[config.mk]
export PLATFORM = sky130hd
export DESIGN_NAME = run_pattern_gen
export DESIGN_NICKNAME = d
export VERILOG_FILES = /design/src/rtl/run_pattern_gen.sv
export SDC_FILE = /design/constraint.sdc
export NUM_CORES = 1
export LEC_CHECK = 0
export CAP_MARGIN = 20
export CORE_ASPECT_RATIO = 1.25
export CORE_MARGIN = 1.5
export CORE_UTILIZATION = 25
export CTS_CLUSTER_DIAMETER = 120
export DETAILED_ROUTE_END_ITERATION = 16
export PLACE_DENSITY = 0.49
export SETUP_SLACK_MARGIN = 0.4
export SYNTH_ARGS = -nofsm -noshare
export SYNTH_HDL_FRONTEND = slang
export SYNTH_SLANG_ARGS = --single-unit
export TNS_END_PERCENT = 50
[constraint.sdc]
create_clock -name clk -period 1.5 [get_ports clk]
set_clock_uncertainty 0.15 [all_clocks]
set_input_delay 0.3 -clock clk [delete_from_list [all_inputs] [get_ports clk]]
set_output_delay 0.3 -clock clk [all_outputs]
set_load 0.005 [all_outputs]
[src/rtl/run_pattern_gen.sv]
// Serial run pattern generator: queues {bit, length} run commands and plays
// them onto the one-bit line w, back to back. It also carries a registered
// model of the run-length detector, so q_exp is the detector output that
// this w should produce.
module run_pattern_gen #(
  parameter int LEN_W      = 4,
  parameter int FIFO_DEPTH = 2,
  parameter int RUN_THRESH = 4
) (
  input  logic             clk,
  input  logic             Reset,
  input  logic             cmd_valid,
  output logic             cmd_ready,
  input  logic             cmd_bit,
  input  logic [LEN_W-1:0] cmd_len,
  output logic             w,
  output logic             run_done,
  output logic             busy,
  output logic             q_exp
);

  localparam int AW    = $clog2(FIFO_DEPTH);
  localparam int CNT_W = $clog2(RUN_THRESH + 1);
  localparam logic [CNT_W-1:0] THRESH = CNT_W'(RUN_THRESH);

  typedef enum logic {IDLE, SEND} state_t;

  // Command FIFO. The pointers carry one extra wrap bit to tell full from empty.
  logic             fifo_bit [FIFO_DEPTH];
  logic [LEN_W-1:0] fifo_len [FIFO_DEPTH];
  logic [AW:0]      wr_ptr, rd_ptr;
  logic             fifo_empty, fifo_full;
  logic             push, pop;
  logic             head_bit;
  logic [LEN_W-1:0] head_len;

  state_t           state_q, state_d;
  logic [LEN_W-1:0] rem_q, rem_d;
  logic             w_d;

  // Detector model
  logic [CNT_W-1:0] cnt_q, cnt_d;
  logic             last_w_q;

  assign fifo_empty = (wr_ptr == rd_ptr);
  assign fifo_full  = (wr_ptr[AW] != rd_ptr[AW]) &&
                      (wr_ptr[AW-1:0] == rd_ptr[AW-1:0]);
  assign cmd_ready  = !fifo_full;
  // A zero-length command completes the handshake but never occupies the FIFO.
  assign push       = cmd_valid && cmd_ready && (cmd_len != '0);
  assign head_bit   = fifo_bit[rd_ptr[AW-1:0]];
  assign head_len   = fifo_len[rd_ptr[AW-1:0]];

  assign run_done   = (state_q == SEND) && (rem_q == '0);
  assign busy       = (state_q == SEND) || !fifo_empty;

  // FIFO storage: data only, no reset needed since the pointers gate it.
  always_ff @(posedge clk) begin
    if (push) begin
      fifo_bit[wr_ptr[AW-1:0]] <= cmd_bit;
      fifo_len[wr_ptr[AW-1:0]] <= cmd_len;
    end
  end

  // FIFO pointers: push and pop in the same cycle are both honoured.
  always_ff @(posedge clk or posedge Reset) begin
    if (Reset) begin
      wr_ptr <= '0;
      rd_ptr <= '0;
    end else begin
      if (push) wr_ptr <= wr_ptr + 1'b1;
      if (pop)  rd_ptr <= rd_ptr + 1'b1;
    end
  end

  // Next-state logic: load a new run from the FIFO head whenever the line is free.
  always_comb begin
    state_d = state_q;
    rem_d   = rem_q;
    w_d     = w;
    pop     = 1'b0;
    case (state_q)
      IDLE: begin
        if (!fifo_empty) begin
          pop     = 1'b1;
          state_d = SEND;
          w_d     = head_bit;
          rem_d   = head_len - LEN_W'(1);
        end
      end
      SEND: begin
        if (rem_q != '0) begin
          rem_d = rem_q - LEN_W'(1);
        end else if (!fifo_empty) begin
          // Seamless hand-over to the next run, even if its bit matches.
          pop   = 1'b1;
          w_d   = head_bit;
          rem_d = head_len - LEN_W'(1);
        end else begin
          state_d = IDLE;
        end
      end
      default: state_d = IDLE;
    endcase
  end

  // Sequencer registers; w holds its value whenever no run is loaded.
  always_ff @(posedge clk or posedge Reset) begin
    if (Reset) begin
      state_q <= IDLE;
      rem_q   <= '0;
      w       <= 1'b0;
    end else begin
      state_q <= state_d;
      rem_q   <= rem_d;
      w       <= w_d;
    end
  end

  // Detector model next count: restart on a new value, saturate at the threshold.
  always_comb begin
    cnt_d = cnt_q;
    if ((cnt_q == '0) || (w != last_w_q))
      cnt_d = CNT_W'(1);
    else if (cnt_q < THRESH)
      cnt_d = cnt_q + CNT_W'(1);
  end

  // Detector model registers, sampling the current w every cycle.
  always_ff @(posedge clk or posedge Reset) begin
    if (Reset) begin
      cnt_q    <= '0;
      last_w_q <= 1'b0;
      q_exp    <= 1'b0;
    end else begin
      cnt_q    <= cnt_d;
      last_w_q <= w;
      q_exp    <= (cnt_d == THRESH);
    end
  end

endmodule

# [Word-level counts from Yosys, hierarchy flattened]
# Memories as Yosys holds them, arrays and structs flattened.
# Index checks and enable logic that the tools add are counted.
[totals] ff_bits=15 latch_bits=0 ram_bits=10 romBits=0 in_bits=8 output_inout_bits=5 word_cells=50 memories=2
[op_classes] add_sub_neg=5 multipliers=0 n_div=0 order_cmp=1 eq_ne=6 shifts=0 n_mux=15 bitwise=1 reduce_logical=12
[memory_table] memory="fifo_len" words=2 word_bits=4 read_ports=1 rd_ports_with_merged_regs=0 write_ports=1 line_no="30" source="logic [LEN_W-1:0] fifo_len [FIFO_DEPTH];"
[memory_table] memory="fifo_bit" words=2 word_bits=1 read_ports=1 rd_ports_with_merged_regs=0 write_ports=1 line_no="29" source="logic fifo_bit [FIFO_DEPTH];"
[ops] operator="$mux 4" n=2
[ops] operator="$pmux 4 s2" n=1
[ops] operator="$reduce_bool 4->1" n=2
[ops] operator="$sub 4x1->4 const B" n=2
[ops] operator="$mux 1" n=7
[ops] operator="$mux 3" n=2
[ops] operator="$pmux 1 s2" n=3
[ops] operator="$add 2x1->2 const B" n=2
[ops] operator="$logic_and 1x1->1" n=4
[ops] operator="$logic_not 4->1" n=1
[ops] operator="$add 3x1->3 const B" n=1
[ops] operator="$eq 3x3->1 const B" n=1
[ops] operator="$logic_not 3->1" n=1
[ops] operator="$lt 3x3->1 const B" n=1
[ops] operator="$eq 2x2->1" n=1
[ops] operator="$logic_not 1->1" n=2
[ops] operator="$logic_or 1x1->1" n=2
[ops] operator="$ne 1x1->1" n=2
[ops] operator="$ne 2x2->1 const B" n=1
[ops] operator="$eq 1x1->1" n=1
[ops] operator="$not 1->1" n=1

# [Longest topological paths before layout]
# Gate-level depths: netlist of the first run.
[depth] depth_word=7 mapped_depth=7 ltp_nobuf=6

# [Worst setup path before layout of the first run]
# No wires, ideal clock.
[synth_timing] path_type="flip-flop to flip-flop" startpoint="register rem_q[0]" endpoint="register rem_q[0]" setup_time_ns=0.126 t_arrival_ns=1.417 required_ns=1.224 setup_slack_ns=-0.194 stages_incl_launch_ff=8 path_buffers=1 period_less_slack_ns=1.694 cell_sequence="dfrtp_1 > inv_1 > ha_1 > nand2b_4 > o21ai_0 > buf_2 > nor2_1 > a311o_1"
[synth_via] elab_chain_cells=3 elab_cells_between_ends=5 cone_classes="1 x add/sub; 3 x mux; 1 x reduce/logical"
[synth_lines] element="start: declaration" line_no="38" source="logic [LEN_W-1:0] rem_q, rem_d;"
[synth_lines] element="start signal: assignment" line_no="115" source="rem_q <= rem_d;"
[synth_lines] element="$sub 4x1->4, or another cell as far along" line_no="93" source="rem_d = rem_q - LEN_W'(1);"
[synth_lines] element="$mux 4" line_no="92" source="if (rem_q != '0) begin"
[synth_lines] element="$pmux 4 s2 *" line_no="82" source="case (state_q)"
[synth_lines] element="net rem_d[0]" line_no="38"
# Mark *: on every way through the listed nets, which the timed path passes. The rest lies on a longest branch.
# A chain may end at the register's enable or synchronous reset.

# [Worst setup path after layout of the first run]
# Same ends and word-level chain as after synthesis.

==> results.json, run 1 <==
{
  "grt-ovfl-total": 0,
  "netlist.area_leader.share_pct": 31.3,
  "synth-edff-count": 10,
  "net-switching-power_mw": 1.67,
  "io_pins": 13,
  "avgSynthCellArea_um2": 12.5,
  "wl_met2_um": 1340,
  "status": "finished, violations left",
  "portBuffers": 12,
  "tightest_slew_ns": 0.303,
  "seq_power_share_pct": 26.8,
  "p_leak_nw": 0.777,
  "place.gp.congestion": 0.685,
  "synth_compound_area_share_pct": 6.77,
  "clkPwrFrac_pct": 8.4,
  "synth_xor_area_share_pct": 8.54,
  "cts_tree": "yes",
  "initial_core_util_pct": 25.6,
  "place_hpwl_um": 1650,
  "final_layout_size_suffix_gt1_share_pct": 52.1,
  "vias": 873,
  "first_global_vias": 928,
  "fillers": 463,
  "wl_per_cell_um": 11.8,
  "clkTransAtPathRegs_ns": 0.08,
  "die_area_mm2": 0.00523,
  "nets": 155,
  "yosys-top-cells-count": "15 x dfrtp_1, 10 x edfxtp_1, 8 x inv_1, 7 x mux2i_1",
  "drt_iter0_drc": 16,
  "crit_fanout": 4,
  "dpl_worst_slack_ns": -0.453,
  "fin_total_pwr_mw": 4.56,
  "clkLatencyLatePin_ns": 0.26,
  "drc": 0,
  "synthTopCellsByArea": "dfrtp_1 31%, edfxtp_1 25%, mux2i_1 5.8%",
  "grt_pass1_wl_um": 4070,
  "first_pass_iters": 4,
  "final_hold_viol_count": 0,
  "core-area_mm2": 0.00469,
  "ys_seq_area_share_pct": 56.3,
  "die_w_um": 65.0,
  "netlist_area_mm2": 0.00120,
  "synth-seq-cells": 25,
  "cap_violations": 0,
  "yosysUniqueCellTypes": 34,
  "hold_buffers": 0,
  "synth_mux_area_share_pct": 7.08,
  "antenna_found_initial": 0,
  "die_h_um": 80.5,
  "clock-root-buffer": "clkbuf_8",
  "grt_max_degree": 16,
  "startpoint_type": "flip-flop",
  "cts_buffers": 3,
  "setup_viol": 21,
  "drtAntennaViolNets": 0,
  "yosysWarnings": 0,
  "clock_path_buffers": 2,
  "end_kind": "flip-flop",
  "synth_most_common_cell": "dfrtp_1",
  "combPwrFrac_pct": 64.8,
  "fin_crit_sh_pct": 115,
  "dominantRegCellSynth": "dfrtp_1",
  "synth.net_count": 108,
  "wirelength_um": 2390,
  "routed_via_density": 4.32,
  "critPathRequiredTime_ns": 1.50,
  "relSlewSlack_pct": 79.8,
  "power_density_mw_per_mm2": 2430,
  "final_cells": 202,
  "vdd_drop_max_mv": 0.824,
  "synth-simple-area-share_pct": 13.0,
  "period_needed_ns": 1.72,
  "synth_top_family_by_area": "simple AND/OR/NAND/NOR gates",
  "multi_input_area_um2": 677,
  "clock.fmax_ghz": 0.580,
  "final-max-slew-violation-count": 0,
  "crit_arrival_ns": 1.72,
  "seq_area_um2": 676,
  "synthCells": 96,
  "rsz0062_at_grt": "true",
  "synth_top_area_cell": "dfrtp_1",
  "p_sw_share_pct": 36.7,
  "synthArstFlopShare_pct": 60.0,
  "fp-row-count": 28,
  "internal_power_mw": 2.88,
  "top_layer": "met4",
  "violations": "setup timing",
  "min-delay-path-class": "input pin to asynchronous set/reset pin",
  "htreeDepth": 1,
  "grt_usage_pct": 9.99,
  "fin_ws_ns": -0.223,
  "diodes": 0,
  "synthAdderAreaFrac_pct": 4.17,
  "met1_length_um": 945,
  "route.met3.wl_um": 96,
  "areaGrowthSynthToFinish_pct": 56.1,
  "rr_worst_depth": 8,
  "placed_cells": 192,
  "clock_sinks": 25,
  "worst-setup-path-type": "flip-flop to flip-flop"
}
worst max-delay path, stage by stage, from the launching register on:
cell,delay [ns]
dfrtp_1,0.38
inv_2,0.06
ha_4,0.16
nand2b_4,0.08
buf_4,0.12
o21ai_4,0.07
buf_6,0.12
and3_1,0.17
a311o_1,0.30
per-stage QoR:
stage               hold WS [ns]  TNS (ns)  util, %  instance area, µm²
detailed placement         0.286     -6.85     34.9                1640
global route               0.216     -3.58     40.0                1880
global placement           0.289     -6.49     34.9                1640
floorplan                 0.0515    -0.123        -                1270
finish                     0.191     -2.27     40.0                1880
CTS                        0.204     -2.38     38.5                1810
kinds of logic (layout without fill, tap and decap cells):
logic type,Yosys count,in the layout
AND/OR/NAND/NOR,26,26
XOR/XNOR,10,10
flip-flops,25,25
multiplexers,8,8
adder cells (fa/ha/maj),4,4
buffers and inverters,11,57
AO/OA/AOI/OAI,12,12
placed cells by master, fill, tap and decap left out, types with 2 or more instances in the layout:
| master | netlist | layout |
|---|---|---|
| buf_4 | 0 | 27 |
| mux2i_4 | 0 | 3 |
| edfxtp_1 | 10 | 10 |
| inv_2 | 0 | 6 |
| xnor2_1 | 6 | 5 |
| nor2_1 | 6 | 4 |
| nand3_4 | 0 | 2 |
| dlygate4sd2_1 | 0 | 3 |
| mux2i_1 | 7 | 4 |
| clkdlybuf4s50_1 | 0 | 5 |
| o21ai_4 | 0 | 2 |
| xnor2_2 | 1 | 2 |
| or4_4 | 0 | 2 |
| xor2_2 | 1 | 2 |
| dfrtp_1 | 15 | 15 |
| ha_4 | 0 | 3 |
| buf_2 | 1 | 3 |
| nand2b_4 | 1 | 3 |
| nand2_1 | 4 | 2 |
| buf_6 | 1 | 7 |
| clkbuf_8 | 0 | 3 |
| nand3_1 | 4 | 2 |
| inv_1 | 8 | 2 |
| a21oi_1 | 2 | 2 |
timing repair:
item / 4_1_cts / 5_1_grt
buffers inserted: 6 / 0
pin swaps: 17 / 9
endpoints found under the setup margin: 29 / 29
gates resized for setup: 44 / 11
registers in the layout, summed over array words and instances, names as in the netlist:
signal	count
cnt_q	3
fifo_len	8
state_q	1
rd_ptr	2
q_exp	1
fifo_bit	2
last_w_q	1
w	1
rem_q	4
wr_ptr	2
power by group through the flow:
stage               Clock [mW]  Sequential [mW]  Combinational, mW
floorplan                    0             1.20               1.38
global placement             0             1.19               2.23
detailed placement           0             1.20               2.27
CTS                      0.400             1.20               2.73
global route             0.441             1.26               3.19
finish                   0.383             1.22               2.95
final timing paths:
kind | end | from | slack [ns]
max | rem_q[0] | rem_q[0] | -0.22
min | rd_ptr[1] | Reset | 0.19
max reg2reg | rem_q[0] | rem_q[0] | -0.22
min reg2reg | last_w_q | w | 0.29
max in group asynchronous | state_q | Reset | 0.83
min in group clk | last_w_q | w | 0.29
per-layer routing:
| layer | global-route usage [%] | up-vias |
|---|---|---|
| met5 | 0 | - |
| met4 | 2.55 | 0 |
| met3 | 2.24 | 2 |
| met2 | 18.1 | 23 |
| met1 | 11.8 | 421 |
| li1 | - | 427 |
layout make-up:
class / count / area share [%]
timing repair buffer: 45 / 19.9
tap: 60 / 4.00
clock buffer: 4 / 2.40
inverter: 8 / 1.60
sequential: 25 / 36.0
multi-input combinational: 60 / 36.1
Note: power is estimated with default switching activity, not from simulation.
==> run 2, diff against run 1 <==
- ABC_AREA: default -> 1
- CTS_BUF_LIST: default -> sky130_fd_sc_hd__clkbuf_4 sky130_fd_sc_hd__clkbuf_8 sky130_fd_sc_hd__clkbuf_16
==> results.json, run 2 <==
{
  "yosysUniqueCellTypes": 24,
  "initial_core_util_pct": 25.9,
  "worst-setup-path-type": "flip-flop to output port",
  "netlist.area_leader.share_pct": 28.6,
  "synth_compound_area_share_pct": 3.62,
  "synth-edff-count": 10,
  "largest_reg_flops": 8,
  "setup_tns_ns": -1.52,
  "synthArstFlopShare_pct": 60.0,
  "fp-row-count": 29,
  "fin_crit_sh_pct": 109,
  "wirelength_um": 2550,
  "htreeDepth": 1,
  "setup_viol": 17,
  "synth_most_common_cell": "nand2_1",
  "crit_fanout": 4,
  "first_pass_iters": 4,
  "drc": 0,
  "routed_via_density": 4.05,
  "vias": 1037,
  "clock_sinks": 25,
  "hold_buffers": 0,
  "multi_input_area_um2": 653,
  "drt_iter0_drc": 47,
  "period_needed_ns": 1.63,
  "synth_top_family_by_area": "simple AND/OR/NAND/NOR gates",
  "die_w_um": 67.8,
  "diodes": 0,
  "placed_cell_area_mm2": 0.00173,
  "antenna_found_initial": 0,
  "grt_usage_pct": 10.4,
  "clkLatencyLatePin_ns": 0.27,
  "synth_top_area_cell": "dfrtp_1",
  "io_pins": 13,
  "end_kind": "output port",
  "cts_tree": "yes",
  "grt-ovfl-total": 0,
  "fin_total_pwr_mw": 4.23,
  "synth-seq-cells": 25,
  "critPathRequiredTime_ns": 1.05,
  "synth_xor_area_share_pct": 4.00,
  "clock-root-buffer": "clkbuf_8",
  "crit_arrival_ns": 1.18,
  "grt_max_degree": 16,
  "tightest_slew_ns": 0.294,
  "cts_buffers": 3,
  "fin_util_pct": 37.9,
  "final_hold_viol_count": 0,
  "die_h_um": 84.1,
  "synthAdderAreaFrac_pct": 3.81,
  "startpoint_type": "flip-flop",
  "clkTransAtPathRegs_ns": 0.09,
  "p_leak_nw": 0.897,
  "final_common_cell": "nand2_1",
  "power_density_mw_per_mm2": 2200,
  "vdd_drop_max_mv": 0.768,
  "portBuffers": 12,
  "ys_seq_area_share_pct": 51.4,
  "min-delay-path-class": "input pin to asynchronous set/reset pin",
  "seq_area_um2": 678,
  "cap_violations": 0,
  "dpl_worst_slack_ns": -0.245,
  "final-max-slew-violation-count": 0,
  "areaGrowthSynthToFinish_pct": 46.6,
  "violations": "setup timing",
  "die_area_mm2": 0.00570,
  "netlist_area_mm2": 0.00131,
  "yosys-top-cells-count": "38 x nand2_1, 21 x inv_1, 15 x dfrtp_1, 12 x nor2_1, 10 x edfxtp_1",
  "fin_ws_ns": -0.134,
  "nets": 207,
  "core-area_mm2": 0.00508,
  "fin_area_mm2": 0.00193,
  "layout_common_cells": "31 x nand2_1, 27 x buf_4, 15 x inv_1, 14 x nand2_2, 13 x dfrtp_1",
  "synth_mux_area_share_pct": 0,
  "place.gp.congestion": 0.736,
  "place_hpwl_um": 1900,
  "final_layout_size_suffix_gt1_share_pct": 45.9,
  "placed_cells": 244,
  "synthCells": 147,
  "wl_per_cell_um": 9.95,
  "drtAntennaViolNets": 0,
  "synth-simple-area-share_pct": 27.8,
  "grt_pass1_wl_um": 4550,
  "clock.fmax_ghz": 0.612,
  "fillers": 520,
  "yosysWarnings": 0,
  "clock_path_buffers": 2,
  "rsz0062_at_grt": "true",
  "final_cells": 256,
  "dominantRegCellSynth": "dfrtp_1",
  "status": "finished, violations left",
  "first_global_vias": 1097,
  "synthTopCellsByArea": "dfrtp_1 29%, edfxtp_1 23%, nand2_1 11%",
  "relSlewSlack_pct": 80.4,
  "synth.net_count": 159,
  "avgSynthCellArea_um2": 8.94,
  "whs_ns": 0.175
}
[run 2: changes by cell type in the layout (fill, tap and decap cells not counted), moves of 4 or more]
cell,previous run,this run
nand2_1,2,31
inv_1,2,15
nand2_2,1,14
mux2i_1,4,0
nand3_1,2,6
nor2_1,4,8
o21ai_1,0,4
[run 2: path summary, 6_finish.rpt]
check | from | end | slack, ns | depth (start not counted)
max | wr_ptr[0] | cmd_ready | -0.13 | 6
min | Reset | cnt_q[2] | 0.17 | 3
max reg2reg | rd_ptr[0] | fifo_bit[1] | -0.11 | 7
min reg2reg | w | last_w_q | 0.38 | 1
max in group asynchronous | Reset | rd_ptr[0] | 0.83 | 3
min in group clk | w | last_w_q | 0.38 | 1
[run 2: report_power, final]
part           leakage (nW)  total [mW]  switching [mW]  internal, mW
registers             0.271        1.19           0.197         0.989
clock network        0.0217       0.409           0.220         0.188
logic                 0.604        2.64            1.33          1.31
[run 2: critical path, stage by stage (launching register included)]
cell and delay (ns):
dfrtp_2 0.45, inv_2 0.08, buf_6 0.09, nand2_2 0.04
nand2_2 0.06, nand2_2 0.07, buf_2 0.13
[run 2: repair_timing]
action / in CTS / in global routing
setup endpoints to repair: 29 / 29
pin swaps: 19 / 9
setup buffers: 6 / 2
gates resized for setup: 40 / 12
[run 2: logic make-up (layout without fill, tap and decap cells)]
| family | count (synthesis) | count (layout) |
|---|---|---|
| and+or+nand+nor | 75 | 75 |
| buffers and inverters | 28 | 75 |
| DFF | 25 | 25 |
| AOI/OAI and AO/OA | 9 | 9 |
| xor gates and xnor gates | 6 | 6 |
| adders and majority gates | 4 | 4 |
[run 2: metal layers]
metal | share of wire (%) | track usage (%) | up-vias
met5 | 0 | 0 | -
met4 | 0.55 | 3.64 | 0
met3 | 2.5 | 2.43 | 2
met2 | 56 | 18.9 | 12
met1 | 41 | 11.2 | 478
li1 | - | - | 545
[run 2: cell type report]
cell class / count / share of cell area, %
Clock buffer: 3 / 2.14
Clock inverter: 1 / 0.390
Inverter: 27 / 5.91
Multi-Input combinational cell: 94 / 33.9
Sequential cell: 25 / 35.2
Tap cell: 62 / 4.03
Timing Repair Buffer: 44 / 18.4
